### src/rtl/pe_dbuf_agu_nd.sv
// Data-buffer address generator for one PE: walks a (row_lim+1)x(col_lim+1) tile window
// in forward, flipped or column-major order. Optional stall counter: PE_DBUF_AGU_STALL_CNT_EN.
module pe_dbuf_agu_nd #(
  parameter int ADDR_W     = 9,
  parameter int IDX_W      = 4,
  parameter int CNT_W      = 4,
  parameter int TILE_SHIFT = 5
) (
  input  logic              clk,
  input  logic              rst,
  input  logic              start,
  input  logic [1:0]        mode,
  input  logic [IDX_W-1:0]  idx,
  input  logic [CNT_W-1:0]  row_lim,
  input  logic [CNT_W-1:0]  col_lim,
  output logic              busy,
  output logic [ADDR_W-1:0] addr,
  output logic              addr_vld,
  input  logic              addr_rdy,
  output logic              addr_last,
  output logic              done
`ifdef PE_DBUF_AGU_STALL_CNT_EN
  ,
  output logic [15:0]       stall_cnt
`endif
);

  localparam int OFF_W = 2 * CNT_W + 1;

  typedef enum logic [1:0] {
    M_FWD   = 2'd0,
    M_BWD   = 2'd1,
    M_TRANS = 2'd2,
    M_RSVD  = 2'd3
  } mode_t;

  typedef enum logic {
    IDLE = 1'b0,
    RUN  = 1'b1
  } state_t;

  state_t             state, n_state;
  mode_t              mode_q, n_mode;
  logic [IDX_W-1:0]   idx_q, n_idx;
  logic [CNT_W-1:0]   rl_q, n_rl;
  logic [CNT_W-1:0]   cl_q, n_cl;
  logic [CNT_W-1:0]   r, n_r;
  logic [CNT_W-1:0]   c, n_c;
  logic               load;
  logic               accept;
  logic               fin;

  logic [CNT_W:0]            width_n;
  logic [CNT_W-1:0]          row_sel;
  logic [CNT_W-1:0]          col_sel;
  logic [OFF_W-1:0]          off;
  logic [IDX_W+TILE_SHIFT-1:0] base;
  logic [ADDR_W-1:0]         addr_n;

  assign busy     = (state == RUN);
  assign addr_vld = (state == RUN);

  // Next config/counters; 'load' marks cycles where a new address must be registered.
  always_comb begin
    n_state = state;
    n_mode  = mode_q;
    n_idx   = idx_q;
    n_rl    = rl_q;
    n_cl    = cl_q;
    n_r     = r;
    n_c     = c;
    load    = 1'b0;
    accept  = 1'b0;
    fin     = 1'b0;
    case (state)
      IDLE: begin
        if (start && (mode != M_RSVD)) begin
          n_mode  = mode_t'(mode);
          n_idx   = idx;
          n_rl    = row_lim;
          n_cl    = col_lim;
          n_r     = '0;
          n_c     = '0;
          load    = 1'b1;
          accept  = 1'b1;
          n_state = RUN;
        end
      end
      RUN: begin
        if (addr_rdy) begin
          if (addr_last) begin
            fin     = 1'b1;
            n_state = IDLE;
          end else begin
            load = 1'b1;
            if (mode_q == M_TRANS) begin
              if (r == rl_q) begin
                n_r = '0;
                n_c = c + 1'b1;
              end else begin
                n_r = r + 1'b1;
              end
            end else begin
              if (c == cl_q) begin
                n_c = '0;
                n_r = r + 1'b1;
              end else begin
                n_c = c + 1'b1;
              end
            end
          end
        end
      end
      default: n_state = IDLE;
    endcase
  end

  // Address of the next element; the flipped walk mirrors both row and column.
  always_comb begin
    width_n = {1'b0, n_cl} + 1'b1;
    row_sel = (n_mode == M_BWD) ? (n_rl - n_r) : n_r;
    col_sel = (n_mode == M_BWD) ? (n_cl - n_c) : n_c;
    off     = OFF_W'(row_sel) * OFF_W'(width_n) + OFF_W'(col_sel);
    base    = {n_idx, {TILE_SHIFT{1'b0}}};
    addr_n  = ADDR_W'(base) + ADDR_W'(off);
  end

  always_ff @(posedge clk or posedge rst) begin
    if (rst) begin
      state     <= IDLE;
      mode_q    <= M_FWD;
      idx_q     <= '0;
      rl_q      <= '0;
      cl_q      <= '0;
      r         <= '0;
      c         <= '0;
      addr      <= '0;
      addr_last <= 1'b0;
      done      <= 1'b0;
    end else begin
      state  <= n_state;
      mode_q <= n_mode;
      idx_q  <= n_idx;
      rl_q   <= n_rl;
      cl_q   <= n_cl;
      r      <= n_r;
      c      <= n_c;
      done   <= fin;
      if (load) begin
        addr      <= addr_n;
        addr_last <= (n_r == n_rl) && (n_c == n_cl);
      end else if (fin) begin
        addr_last <= 1'b0;
      end
    end
  end

`ifdef PE_DBUF_AGU_STALL_CNT_EN
  always_ff @(posedge clk or posedge rst) begin
    if (rst) begin
      stall_cnt <= '0;
    end else if (accept) begin
      stall_cnt <= '0;
    end else if ((state == RUN) && !addr_rdy && (stall_cnt != 16'hFFFF)) begin
      stall_cnt <= stall_cnt + 16'd1;
    end
  end
`endif

endmodule

### config.mk
export PLATFORM = sky130hd
export DESIGN_NAME = pe_dbuf_agu_nd
export DESIGN_NICKNAME = d
export VERILOG_FILES = /design/src/rtl/pe_dbuf_agu_nd.sv
export SDC_FILE = /design/constraint.sdc
export NUM_CORES = 1
export LEC_CHECK = 0
export CAP_MARGIN = 20
export CORE_UTILIZATION = 35
export CTS_CLUSTER_SIZE = 40
export DETAILED_ROUTE_END_ITERATION = 8
export PLACE_DENSITY_LB_ADDON = 0.25
export SYNTH_ARGS = -nofsm -noshare
export SYNTH_HDL_FRONTEND = slang
export SYNTH_SLANG_ARGS = --single-unit
### constraint.sdc
create_clock -name clk -period 7.8 [get_ports clk]
set_input_delay 0.78 -clock clk [delete_from_list [all_inputs] [get_ports clk]]
set_output_delay 0.78 -clock clk [all_outputs]
set_load 0.01 [all_outputs]
Word-level counts from Yosys, hierarchy flattened
Index checks and enable logic that the tools add are counted.

word-level totals
  memories kept = 0
  flip-flop bits (word level) = 34
  output and inout port bits = 13
  input bits = 18
  bits in read-only memories = 0
  latch bits = 0
  logic and storage cells = 64
  RAM bits = 0

cells by class
  reduce and logical (&&, ||, !) cells = 3
  $lt $le $gt $ge = 0
  muxes and demuxes = 35
  $add $sub $neg = 7
  eq/ne operators = 7
  shift operators = 0
  divide/modulo/power cells = 0
  bitwise gates (word level) = 1
  multipliers = 1

operator list
  operator                                             number
  two-way mux 4 bit                                    20
  equality test 4 bit                                  4
  one-hot mux 4 bit (2 select lines)                   2
  adder 9 x 4 -> 9 bit                                 1
  adder 9 bit                                          1
  multiplier 4 x 5 -> 9 bit                            1
  two-way mux 1 bit                                    9
  adder 4 x 1 -> 4 bit, second input constant          2
  subtractor 4 bit                                     2
  adder 4 x 1 -> 5 bit, second input constant          1
  two-way mux 2 bit                                    2
  one-hot mux 1 bit (2 select lines)                   2
  equality test 2 x 1 -> 1 bit, second input constant  1
  equality test 2 bit, second input constant           1
  logical AND 1 bit                                    2
  inequality test 2 bit, second input constant         1
  nonzero test 2 bit                                   1
  NOT 1 bit                                            1

Longest topological paths before layout
  depth after elaboration = 11
  gate-level depth with buffers = 25
  mapped depth without buffers = 24

Least setup slack after synthesis
No wires, ideal clock.

  kind = register -> register
  start = register r[1]
  end = register addr[8]
  stages on the path, launching flop included = 23
  path buffers = 0
  clock period less this slack = 5.916 ns
  library setup time = 0.125 ns
  path slack = 1.884 ns
  data required time = 7.675 ns
  data arrival time = 5.791 ns
  cell sequence = dfrtp_1 > xor2_1 > nor4_4 > nand2_1 > and4_1 > o31a_1 > inv_1 > ha_1 > a31oi_1 > o21bai_1 > o31a_1 > or3_1 > fa_1 > fa_1 > fa_1 > inv_1 > ha_1 > a21oi_1 > o21bai_1 > a21oi_1 > o21ai_0 > xnor2_1 > mux2_2

between the ends
  word-level cells in the longest chain between the ends = 11
  elaborated cells between the ends (all ways) = 21
  classes of those cells = 5 x add/sub; 1 x mul; 1 x eq/ne; 14 x mux

RTL lines
  element                                                      line          source
  from (decl)                                                  47            logic [CNT_W-1:0] r, n_r;
  from (signal assigned)                                       146           r <= n_r;
  adder 4 x 1 -> 4 bit or equality test 4 bit (tied branches)  101, 106, 97
  two-way mux 4 bit, on equally long branches                  104, 97
  two-way mux 4 bit *                                          96            if (mode_q == M_TRANS) begin
  two-way mux 4 bit *                                          91            if (addr_last) begin
  two-way mux 4 bit *                                          90            if (addr_rdy) begin
  one-hot mux 4 bit (2 select lines) *                         75            case (state)
  named net n_r[2]                                             47
  subtractor 4 bit                                             121           row_sel = (n_mode == M_BWD) ? (n_rl - n_r) : n_r;
  two-way mux 4 bit *                                          121
  multiplier 4 x 5 -> 9 bit *                                  123           off = OFF_W'(row_sel) * OFF_W'(width_n) + OFF_W'(col_sel);
  adder 9 x 4 -> 9 bit *                                       123
  adder 9 bit *                                                125           addr_n = ADDR_W'(base) + ADDR_W'(off);
  to (signal assigned)                                         150           addr <= addr_n;
  to (decl)                                                    17            output logic [ADDR_W-1:0] addr,

Mark *: on every way through the listed nets, which the timed path passes. The rest lies on a longest branch.
A chain may end at the register's enable or synchronous reset.

Final worst setup path
  start = input port addr_rdy
  end = register addr[8]

between the ends
  word-level cells in the longest chain between the ends = 7
  elaborated cells between the ends (all ways) = 13
  classes of those cells = 4 x add/sub; 1 x mul; 8 x mux

RTL lines
  element                               line  source
  from (decl)                           19    input logic addr_rdy,
  two-way mux 4 bit *                   90
  one-hot mux 4 bit (2 select lines) *  75
  named net n_r[2]                      47
  subtractor 4 bit                      121
  two-way mux 4 bit *                   121
  multiplier 4 x 5 -> 9 bit *           123
  adder 9 x 4 -> 9 bit *                123
  adder 9 bit *                         125

Marks and branches as above.

==> metrics.md <==
| Metric | Value |
|---|---|
| Clock-pin slew on the worst setup and hold paths | `approximately 0.07 ns` |
| H-tree depth | `2` |
| Post-layout min period | `6.50 ns` |
| First-pass GRT wire length | `approximately 10,000 um` |
| Total wire length | `5850 um` |
| Netlist area before placement | `0.00282 mm2` |
| Largest net degree at the start of global routing | `35` |
| Final hold viol count | `0` |
| Root buf cell | `sky130_fd_sc_hd__clkbuf_8` |
| Storage cell area | `approximately 850 um2` |
| Setup repair after global routing missed its margin | `false` |
| Number of nets in the synthesized netlist | `350` |
| NumNets Final | `approximately 380` |
| CTS Buf Count | `5` |
| DRC | `0` |
| Ratio of cells with drive above 1 in the final layout | `0.0942` |
| Via density | `between 4 and 5` |
| Synth warn | `0` |
| Yosys cell types | `53` |
| Area of combinational cells with multiple inputs | `around 0.0018 mm2` |
| Vert. Die Dim | `roughly 92 um` |
| Hold Crit Depth | `1` |
| Measured slew at the worst slew-check pin | `around 0.60 ns` |
| Count of vias placed by the detailed router | `roughly 2.1k` |
| Most utilized layer in the global route result | `met2` |
| Type of the tightest min-delay check | `flip-flop to flip-flop` |
| Endpoint of the worst hold-timing path | `addr[2]$_DFFE_PP0P_` |
| Count of state elements after synthesis | `34` |
| Flop2flop setup slack | `between 1 and 1.5 ns` |
| Number of cells on the worst reg-to-reg path | `22` |
| Global Route Usage Sum | `0.155` |
| Clock tree from TritonCTS | `yes` |
| Largest fanout on the critical path | `9` |
| Width of the die | `around 92 um` |
| Number of placed instances, taps included | `~420` |
| Grt met1 use | `0.195` |
| Core region area | `0.00777 mm2` |
| Worst path arrival time | `6.68 ns` |
| Number of global-route vias before repair | `2,210` |
| I/O pin cnt | `31` |
| Die Area | `0.00841 mm2` |
| Number of max-capacitance violations reported | `0` |
| Number of diodes added for antenna fixing | `0` |
| Headroom to the max-slew limit | `0.598` |
| Initial core utilization | `0.363` |
| Detailed router's first-iteration violation count | `between 100 and 150` |
| Hold-fix buffers, CTS | `0` |
| Synthesis-to-finish area growth | `20.0%` |
| Post-detailed-route wirelength per cell | `between 10 and 15 um` |
| Share of the synthesized area in the top cell type | `0.302` |
| Crit path required time | `between 7 and 8 ns` |
| Clock sinks | `34` |
| Detailed Place HPWL | `4580 um` |
| Largest buffer count on any clock path | `2` |
| Total negative slack for setup checks | `0 ns` |
| Latest clock arrival within the worst-skew pair | `approximately 0.30 ns` |
| Gp weighted congestion | `between 0.8 and 0.9` |
| Global-route met3 utilization | `0.0365` |
| Number of iterations in the first detailed-routing pass | `4` |
| Final worst clock skew | `0.00727 ns` |
| Achievable clock frequency | `154 MHz` |
| Top cells by area, synth | `sky130_fd_sc_hd__dfrtp_1 (30%), sky130_fd_sc_hd__ha_1 (12%), sky130_fd_sc_hd__fa_1 (8.5%), sky130_fd_sc_hd__inv_1 (5.7%), sky130_fd_sc_hd__mux2i_1 (5.0%)` |
| Number of antenna violations at the first check in global routing | `0` |
| Ratio of final minimum period to clock period | `0.833` |
| Post-cts sizing count | `0` |
| Seq/Total Area, Yosys | `0.302` |
| Category of the critical setup timing path | `primary input to flip-flop` |
| Placement row count | `32` |
| Count of endpoints failing setup in the final report | `0` |
| Antenna viol nets, final | `0` |
| Startpoint Class | `primary input` |
| Filler Cell Count | `approximately 790` |
| Dominant register cell in the synthesized netlist | `sky130_fd_sc_hd__dfrtp_1` |
| Gr ovfl total | `0` |
| Number of buffers inserted by post-CTS setup repair | `0` |
| Type of destination of the critical path | `flip-flop` |
| Met2 capacity usage during global routing | `0.269` |
| Post-synthesis cell type with the largest combined area | `sky130_fd_sc_hd__dfrtp_1` |
| Fraction of registers with async set or reset after synthesis | `1.00` |
| Slew Viols, Final | `0` |
| Reg-to-reg critical path endpoint | `addr[8]$_DFFE_PP0P_` |
| Count of input and output buffers | `30` |
| Status | `completed` |
| Post-synthesis instance total | `just under 300` |
| Worst reg2reg path startpoint | `r[1]$_DFF_PP0_` |
| Number of non-filler instances in the completed layout | `around 430` |
| Worst hold start | `addr[2]$_DFFE_PP0P_` |
| Post-synth EDFFs | `0` |
| Avg Cell Area, Syn | `approximately 9.6 um2` |
==> state kept, by name, indices dropped and copies added, names as in the netlist, 2 cells and up <==
register  cells
c             4
rl_q          4
addr          9
idx_q         4
cl_q          4
r             4
mode_q        2
==> area by class of cell <==
class / count / share of cell area
sequential: 34 / 0.252
timing repair buffer: 33 / 0.0955
inverter: 44 / 0.0489
multi-input combinational: 210 / 0.524
clock buffer: 6 / 0.0244
clock inverter: 2 / 0.0178
tap: 102 / 0.0378
==> layer usage <==
metal / vias up / routed length [um] / part of all wire
li1: 1055 / - / -
met1: 1002 / 2700 / 0.46
met2: 27 / 2880 / 0.49
met3: 5 / 216 / 0.037
met4: 0 / 44 / 0.0075
met5: - / 0 / 0
==> kinds of logic after synthesis <==
kind of cell               synth area share
xor gates and xnor gates             0.0804
buffers and inverters                0.0693
AOI/OAI and AO/OA                     0.119
DFF                                   0.302
muxes                                0.0817
and+or+nand+nor                       0.147
adders and majority gates             0.201
==> synth_stat cells, types with 2 or more instances <==
| library cell | count |
|---|---|
| sky130_fd_sc_hd__mux2i_1 | 14 |
| sky130_fd_sc_hd__nor3_1 | 7 |
| sky130_fd_sc_hd__a21oi_1 | 16 |
| sky130_fd_sc_hd__inv_1 | 43 |
| sky130_fd_sc_hd__clkbuf_1 | 2 |
| sky130_fd_sc_hd__o21bai_1 | 3 |
| sky130_fd_sc_hd__nor2_1 | 29 |
| sky130_fd_sc_hd__or3_1 | 3 |
| sky130_fd_sc_hd__a21o_1 | 3 |
| sky130_fd_sc_hd__ha_1 | 26 |
| sky130_fd_sc_hd__mux2_2 | 8 |
| sky130_fd_sc_hd__o21ai_0 | 4 |
| sky130_fd_sc_hd__dfrtp_1 | 34 |
| sky130_fd_sc_hd__xor2_1 | 10 |
| sky130_fd_sc_hd__and4_1 | 2 |
| sky130_fd_sc_hd__a221oi_1 | 2 |
| sky130_fd_sc_hd__nand3_1 | 5 |
| sky130_fd_sc_hd__xnor2_1 | 14 |
| sky130_fd_sc_hd__nand2_1 | 19 |
| sky130_fd_sc_hd__nand4_1 | 2 |
| sky130_fd_sc_hd__nand2b_4 | 2 |
| sky130_fd_sc_hd__fa_1 | 12 |
| sky130_fd_sc_hd__buf_2 | 3 |
| sky130_fd_sc_hd__o31a_1 | 2 |
==> critical path: stages <==
cell,delay (ns)
sky130_fd_sc_hd__clkdlybuf4s50_1,0.52
sky130_fd_sc_hd__nand3b_1,0.32
sky130_fd_sc_hd__nor2_1,0.19
sky130_fd_sc_hd__and4_1,0.21
sky130_fd_sc_hd__o31a_1,0.19
sky130_fd_sc_hd__inv_1,0.06
sky130_fd_sc_hd__ha_1,0.34
sky130_fd_sc_hd__a311o_1,0.18
sky130_fd_sc_hd__mux2i_1,0.09
sky130_fd_sc_hd__o31a_1,0.36
sky130_fd_sc_hd__or3_1,0.39
sky130_fd_sc_hd__fa_1,0.51
sky130_fd_sc_hd__fa_1,0.53
sky130_fd_sc_hd__fa_1,0.55
sky130_fd_sc_hd__inv_1,0.04
sky130_fd_sc_hd__ha_1,0.33
sky130_fd_sc_hd__a21oi_1,0.22
sky130_fd_sc_hd__o21bai_1,0.10
sky130_fd_sc_hd__a21oi_1,0.22
sky130_fd_sc_hd__o21ai_0,0.15
sky130_fd_sc_hd__xnor2_1,0.14
sky130_fd_sc_hd__mux2_2,0.26
==> worst max path at each step <==
| stage | from | slack [ns] | end |
|---|---|---|---|
| after CTS | addr_rdy | 1.32 | addr[8]$_DFFE_PP0P_ |
| after global placement | addr_rdy | 1.18 | addr[8]$_DFFE_PP0P_ |
| after global routing | addr_rdy | 0.84 | addr[8]$_DFFE_PP0P_ |
| final | addr_rdy | 1.30 | addr[8]$_DFFE_PP0P_ |
| after detailed placement | addr_rdy | 1.03 | addr[8]$_DFFE_PP0P_ |
| after floorplan | r[1]$_DFF_PP0_ | 1.88 | addr[8]$_DFFE_PP0P_ |
==> per-stage QoR <==
stage               hold slack [ns]   util  area, um2  setup slack (ns)
global placement              0.495  0.417       3240              1.18
detailed placement            0.499  0.417       3240              1.03
global route                  0.536  0.435       3380             0.839
finish                        0.512  0.435       3380              1.30
floorplan                     0.483      -       2820              1.88
CTS                           0.516  0.435       3380              1.32
==> cell usage in the layout, fill, tap and decap left out, types with 7 or more instances in the layout <==
cell type,Yosys,routed
sky130_fd_sc_hd__a21oi_1,16,16
sky130_fd_sc_hd__clkdlybuf4s50_1,0,30
sky130_fd_sc_hd__dfrtp_1,34,34
sky130_fd_sc_hd__fa_1,12,12
sky130_fd_sc_hd__ha_1,26,26
sky130_fd_sc_hd__inv_1,43,43
sky130_fd_sc_hd__mux2_2,8,8
sky130_fd_sc_hd__mux2i_1,14,14
sky130_fd_sc_hd__nand2_1,19,19
sky130_fd_sc_hd__nor2_1,29,29
sky130_fd_sc_hd__nor3_1,7,7
sky130_fd_sc_hd__xnor2_1,14,14
sky130_fd_sc_hd__xor2_1,10,10
Power is left out: the tool's default activity adds up to more than one toggle a clock period on the data nets, which glitch-free logic cannot reach.
==> edit 1, RTL diff (config.mk and constraints unchanged) <==
The parameter `ADDR_W` goes from 9 to 10.
--- a/src/rtl/pe_dbuf_agu_nd.sv
+++ b/src/rtl/pe_dbuf_agu_nd.sv
@@ -1,7 +1,7 @@
 // Data-buffer address generator for one PE: walks a (row_lim+1)x(col_lim+1) tile window
 // in forward, flipped or column-major order. Optional stall counter: PE_DBUF_AGU_STALL_CNT_EN.
 module pe_dbuf_agu_nd #(
-  parameter int ADDR_W     = 9,
+  parameter int ADDR_W     = 10,
   parameter int IDX_W      = 4,
   parameter int CNT_W      = 4,
   parameter int TILE_SHIFT = 5
Ports: changed (resized addr); port bits go from 31 to 32. The function was not compared with the original's and may differ.
==> edit 1 against the unedited design <==
  * Sequential cell count increased by 1
  * Count of clock-buffer cells in the layout stayed put
  * Hold slack got worse by 0.017 ns
  * Wire length up 14%
  * Maximum frequency shrank 9.0%
  * Area after synthesis is 4.0% higher
  * Setup slack worse by 0.64 ns
  * Design area increased by 3.7%
  * Highest routed layer unchanged
Power is left out: the tool's default activity adds up to more than one toggle a clock period on the data nets, which glitch-free logic cannot reach.
==> edit 1: results (changes against the unedited design) <==
- Slew margin rel.: 0.447 (-0.151)
- Fraction of layout cells with a size suffix above 1: 0.100 (+0.00607)
- WL met1: 3.03 mm (+12%)
- Post-synth net total: 361 (+3.1%)
- Top cells by area, synth: dfrtp_1 30%, ha_1 13%, fa_1 8.2%
- Largest net degree at the start of global routing: 36 (+2.9%)
- WP data arrival: 7.31 ns (+0.63 ns)
- WHS: 0.495 ns (-0.0167 ns)
- Met1 GRT Util: 0.202 (+0.00717)
- R2R depth: 26 (+18%)
- RD Place Congestion: 0.862 (about the same)
- Post-synthesis sequential area ratio: 0.299 (-0.00320)
- Final Critical Period: 7.14 ns (+0.645 ns)
- Hold path depth: 2 (+1)
- Largest register FFs: 10 (+1)
- Status: completed
- Overall Global Routing Usage: 0.168 (+0.0132)
- Critical R2R Launch: c[3]
- PortBufs: 31 (+3.3%)
- Detail Placement HPWL: 5.27 mm (+15%)
- Initial drt markers: 89 (-23%)
- Met3 wire len: 280 um (+30%)
- Routed WL: 6.65 mm (+14%)
- Via density: 5.15 (+6.3%)
- GRT met3 Usage: 0.0350 (-0.00152)
- # placed instances: 436 (+3.1%)
- Count of different cell masters after synthesis: 46 (-13%)
- Reg2reg setup slack: 1.06 ns (-0.35 ns)
- CP Max Fanout: 8 (-1)
- Post-Place Cell Area: 3390 um2 (+4.6%)
- WL per Instance: 15.0 um (+10%)
- Clock Skew: 0.0119 ns (+0.00458 ns)
- M2 GR Usage: 0.295 (+0.0259)
- NumNets Final: 399 (+3.9%)
- Post-synth top cells: 35 x dfrtp_1, 31 x ha_1, 28 x inv_1
- Length of routed met2 wiring: 3.21 mm (+11%)
[edit 1: changes by cell type after synthesis, sizes merged, moves of 5 or more]
cell	delta
ha	+5
nor2b	+5
mux2	+7
and3	+7
nor3	-6
inv	-16
nand2	+5
o21ai	+5
nor2	-6
mux2i	-7
[edit 1: final cells by class]
type	count	area [um2]
fillers	803	4670
flip-flops and latches	35	876
clock inverters	2	35.0
clock buffers	6	82.6
inverters	28	105
multi-input cells	232	1930
well taps	105	131
repair buffers	36	348
[edit 1: logic make-up after synthesis]
logic type | after synthesis | share of synthesized area
AND/OR/NAND/NOR | 83 | 0.139
AO/OA/AOI/OAI | 59 | 0.148
adder cells (fa/ha/maj) | 43 | 0.214
flip-flops | 35 | 0.299
buffers and inverters | 33 | 0.0436
XOR/XNOR | 25 | 0.0747
multiplexers | 22 | 0.0816
==> edit 2, RTL diff (same settings) <==
Without the edit above. Register the input `mode` before use, without a reset. The logic sees it one clock later. The other inputs are not delayed to match.
--- a/src/rtl/pe_dbuf_agu_nd.sv
+++ b/src/rtl/pe_dbuf_agu_nd.sv
@@ -39,6 +39,12 @@
     RUN  = 1'b1
   } state_t;
 
+  logic [1:0] mode_r;
+
+  always_ff @(posedge clk) begin
+    mode_r <= mode;
+  end
+
   state_t             state, n_state;
   mode_t              mode_q, n_mode;
   logic [IDX_W-1:0]   idx_q, n_idx;
@@ -74,8 +80,8 @@
     fin     = 1'b0;
     case (state)
       IDLE: begin
-        if (start && (mode != M_RSVD)) begin
-          n_mode  = mode_t'(mode);
+        if (start && (mode_r != M_RSVD)) begin
+          n_mode  = mode_t'(mode_r);
           n_idx   = idx;
           n_rl    = row_lim;
           n_cl    = col_lim;
Function: changed (Yosys sat finds a counterexample within 4 cycles, from zero or initial values and one cycle with rst high).
==> edit 2 against the unedited design <==
  * Core utilization down 0.39 points
  * Cell count is 1.9% higher
  * Hold slack got worse by 0.060 ns
  * Wire length is 1.9% higher
  * Area after synthesis up 0.36%
  * Setup slack got worse by 0.10 ns
  * Design area down 0.89%
  * Global-route usage grew 0.41 points
  * Sequential cell count increased by 2
Power is left out: the tool's default activity adds up to more than one toggle a clock period on the data nets, which glitch-free logic cannot reach.
==> edit 2: results (changes against the unedited design) <==
- Vias in the first global route: 2273 (+2.9%)
- Overall Global Routing Usage: 0.159 (+0.00413)
- RD Place Congestion: 0.829 (-3.8%)
- WL per Instance: 13.6 um (about the same)
- Top cells by area, synth: dfrtp_1 30%, ha_1 12%, fa_1 8.5%
- CTS resizes: 0 (unchanged)
- Hold_sp: mode_r[1]
- Slew margin rel.: 0.477 (-0.122)
- Vias: 2178 (+4.3%)
- Critical R2R Launch: cl_q[2]
- Hold WC Path Type: reg2reg
- Initial drt markers: 105 (-9.5%)
- Post-synth top cells: 38 x nand2_1, 37 x inv_1, 34 x dfrtp_1
- CP Max Fanout: 5 (-4)
- Reg2reg setup slack: 1.43 ns (+0.02 ns)
- Max stage delay cell, worst path: fa_1
- # Post-CTS Setup Buffers: 0 (unchanged)
- Asr flop ratio synth: 0.944 (-0.0556)
- Clock Skew: 0.00760 ns (+0.000327 ns)
- Top_reg_cell synth: dfrtp_1
- Post-synth net total: 357 (+2.0%)
- R2R depth: 22 (unchanged)
- Detail Placement HPWL: 4.63 mm (+1.0%)
- Largest register FFs: 9 (unchanged)
- NumNets Final: 392 (+2.1%)
- Hold path depth: 2 (+1)
- Router iterations before antenna repair: 4 (unchanged)
- First-pass GRT wire length: 10.5 mm (+2.6%)
- Status: completed
- Fraction of layout cells with a size suffix above 1: 0.0920 (-0.00224)
- Post-synthesis sequential area ratio: 0.315 (+0.0131)
- WP data arrival: 6.78 ns (+0.10 ns)
- Count of different cell masters after synthesis: 51 (-3.8%)
- Worst Hold Endpoint: mode_q[1]
edit 2: metrics by stage:
stage | instance area, um2 | utilization | cells | worst slack (ns) | hold WS, ns
finish | 3350 | 0.431 | 439 | 1.20 | 0.452
global route | 3350 | 0.431 | 439 | 0.731 | 0.489
CTS | 3350 | 0.431 | 439 | 1.25 | 0.461
detailed placement | 3260 | 0.419 | 431 | 0.968 | 0.455
global placement | 3260 | 0.419 | 431 | 0.997 | 0.447
floorplan | 2830 | - | 301 | 1.86 | 0.413
edit 2: worst register-to-register path, stage by stage, from the launching register on:
cell and delay [ns]:
dfrtp_1 0.44, xor2_2 0.22, or4_1 0.56, a21oi_1 0.27
nand2_1 0.14, o22ai_1 0.28, ha_1 0.23, inv_1 0.07
a31oi_1 0.25, o211ai_1 0.18, and3_4 0.22, or3_1 0.34
fa_1 0.51, fa_1 0.53, fa_1 0.54, inv_1 0.04
ha_1 0.33, a21oi_1 0.21, o21bai_1 0.10, a21oi_1 0.21
o21ai_0 0.16, xnor2_1 0.15, mux2_2 0.27
edit 2: kinds of logic after synthesis:
family	count (synthesis)	share of synthesized area
compound gates	48	0.123
simple gates	95	0.158
fa+ha+maj	38	0.200
mux	16	0.0593
buf+inv	43	0.0589
xor+xnor	25	0.0854
flops	36	0.315
edit 2: per-layer routing:
metal	GRT usage	up-vias	wire length [um]
met5	0	-	0
met4	0.0599	0	117
met3	0.0290	12	298
met2	0.269	60	2840
met1	0.201	1022	2700
li1	-	1084	-
edit 2: how the worst max path moves through the flow:
stage | cells past startpoint | to | slack, ns | startpoint
floorplan | 22 | addr[8] | 1.86 | start
global placement | 24 | addr[8] | 1.0 | addr_rdy
detailed placement | 24 | addr[8] | 0.97 | addr_rdy
CTS | 24 | addr[8] | 1.25 | addr_rdy
global route | 25 | addr[8] | 0.73 | addr_rdy
finish | 24 | addr[8] | 1.20 | addr_rdy
edit 2: area by class of cell:
class / count / area, um2
Clock buffer: 5 / 68.8
Multi-Input combinational cell: 222 / 1770
Clock inverter: 3 / 23.8
Inverter: 37 / 139
Sequential cell: 36 / 891
Timing Repair Buffer: 34 / 330
Tap cell: 102 / 128
Fill cell: 776 / 4420
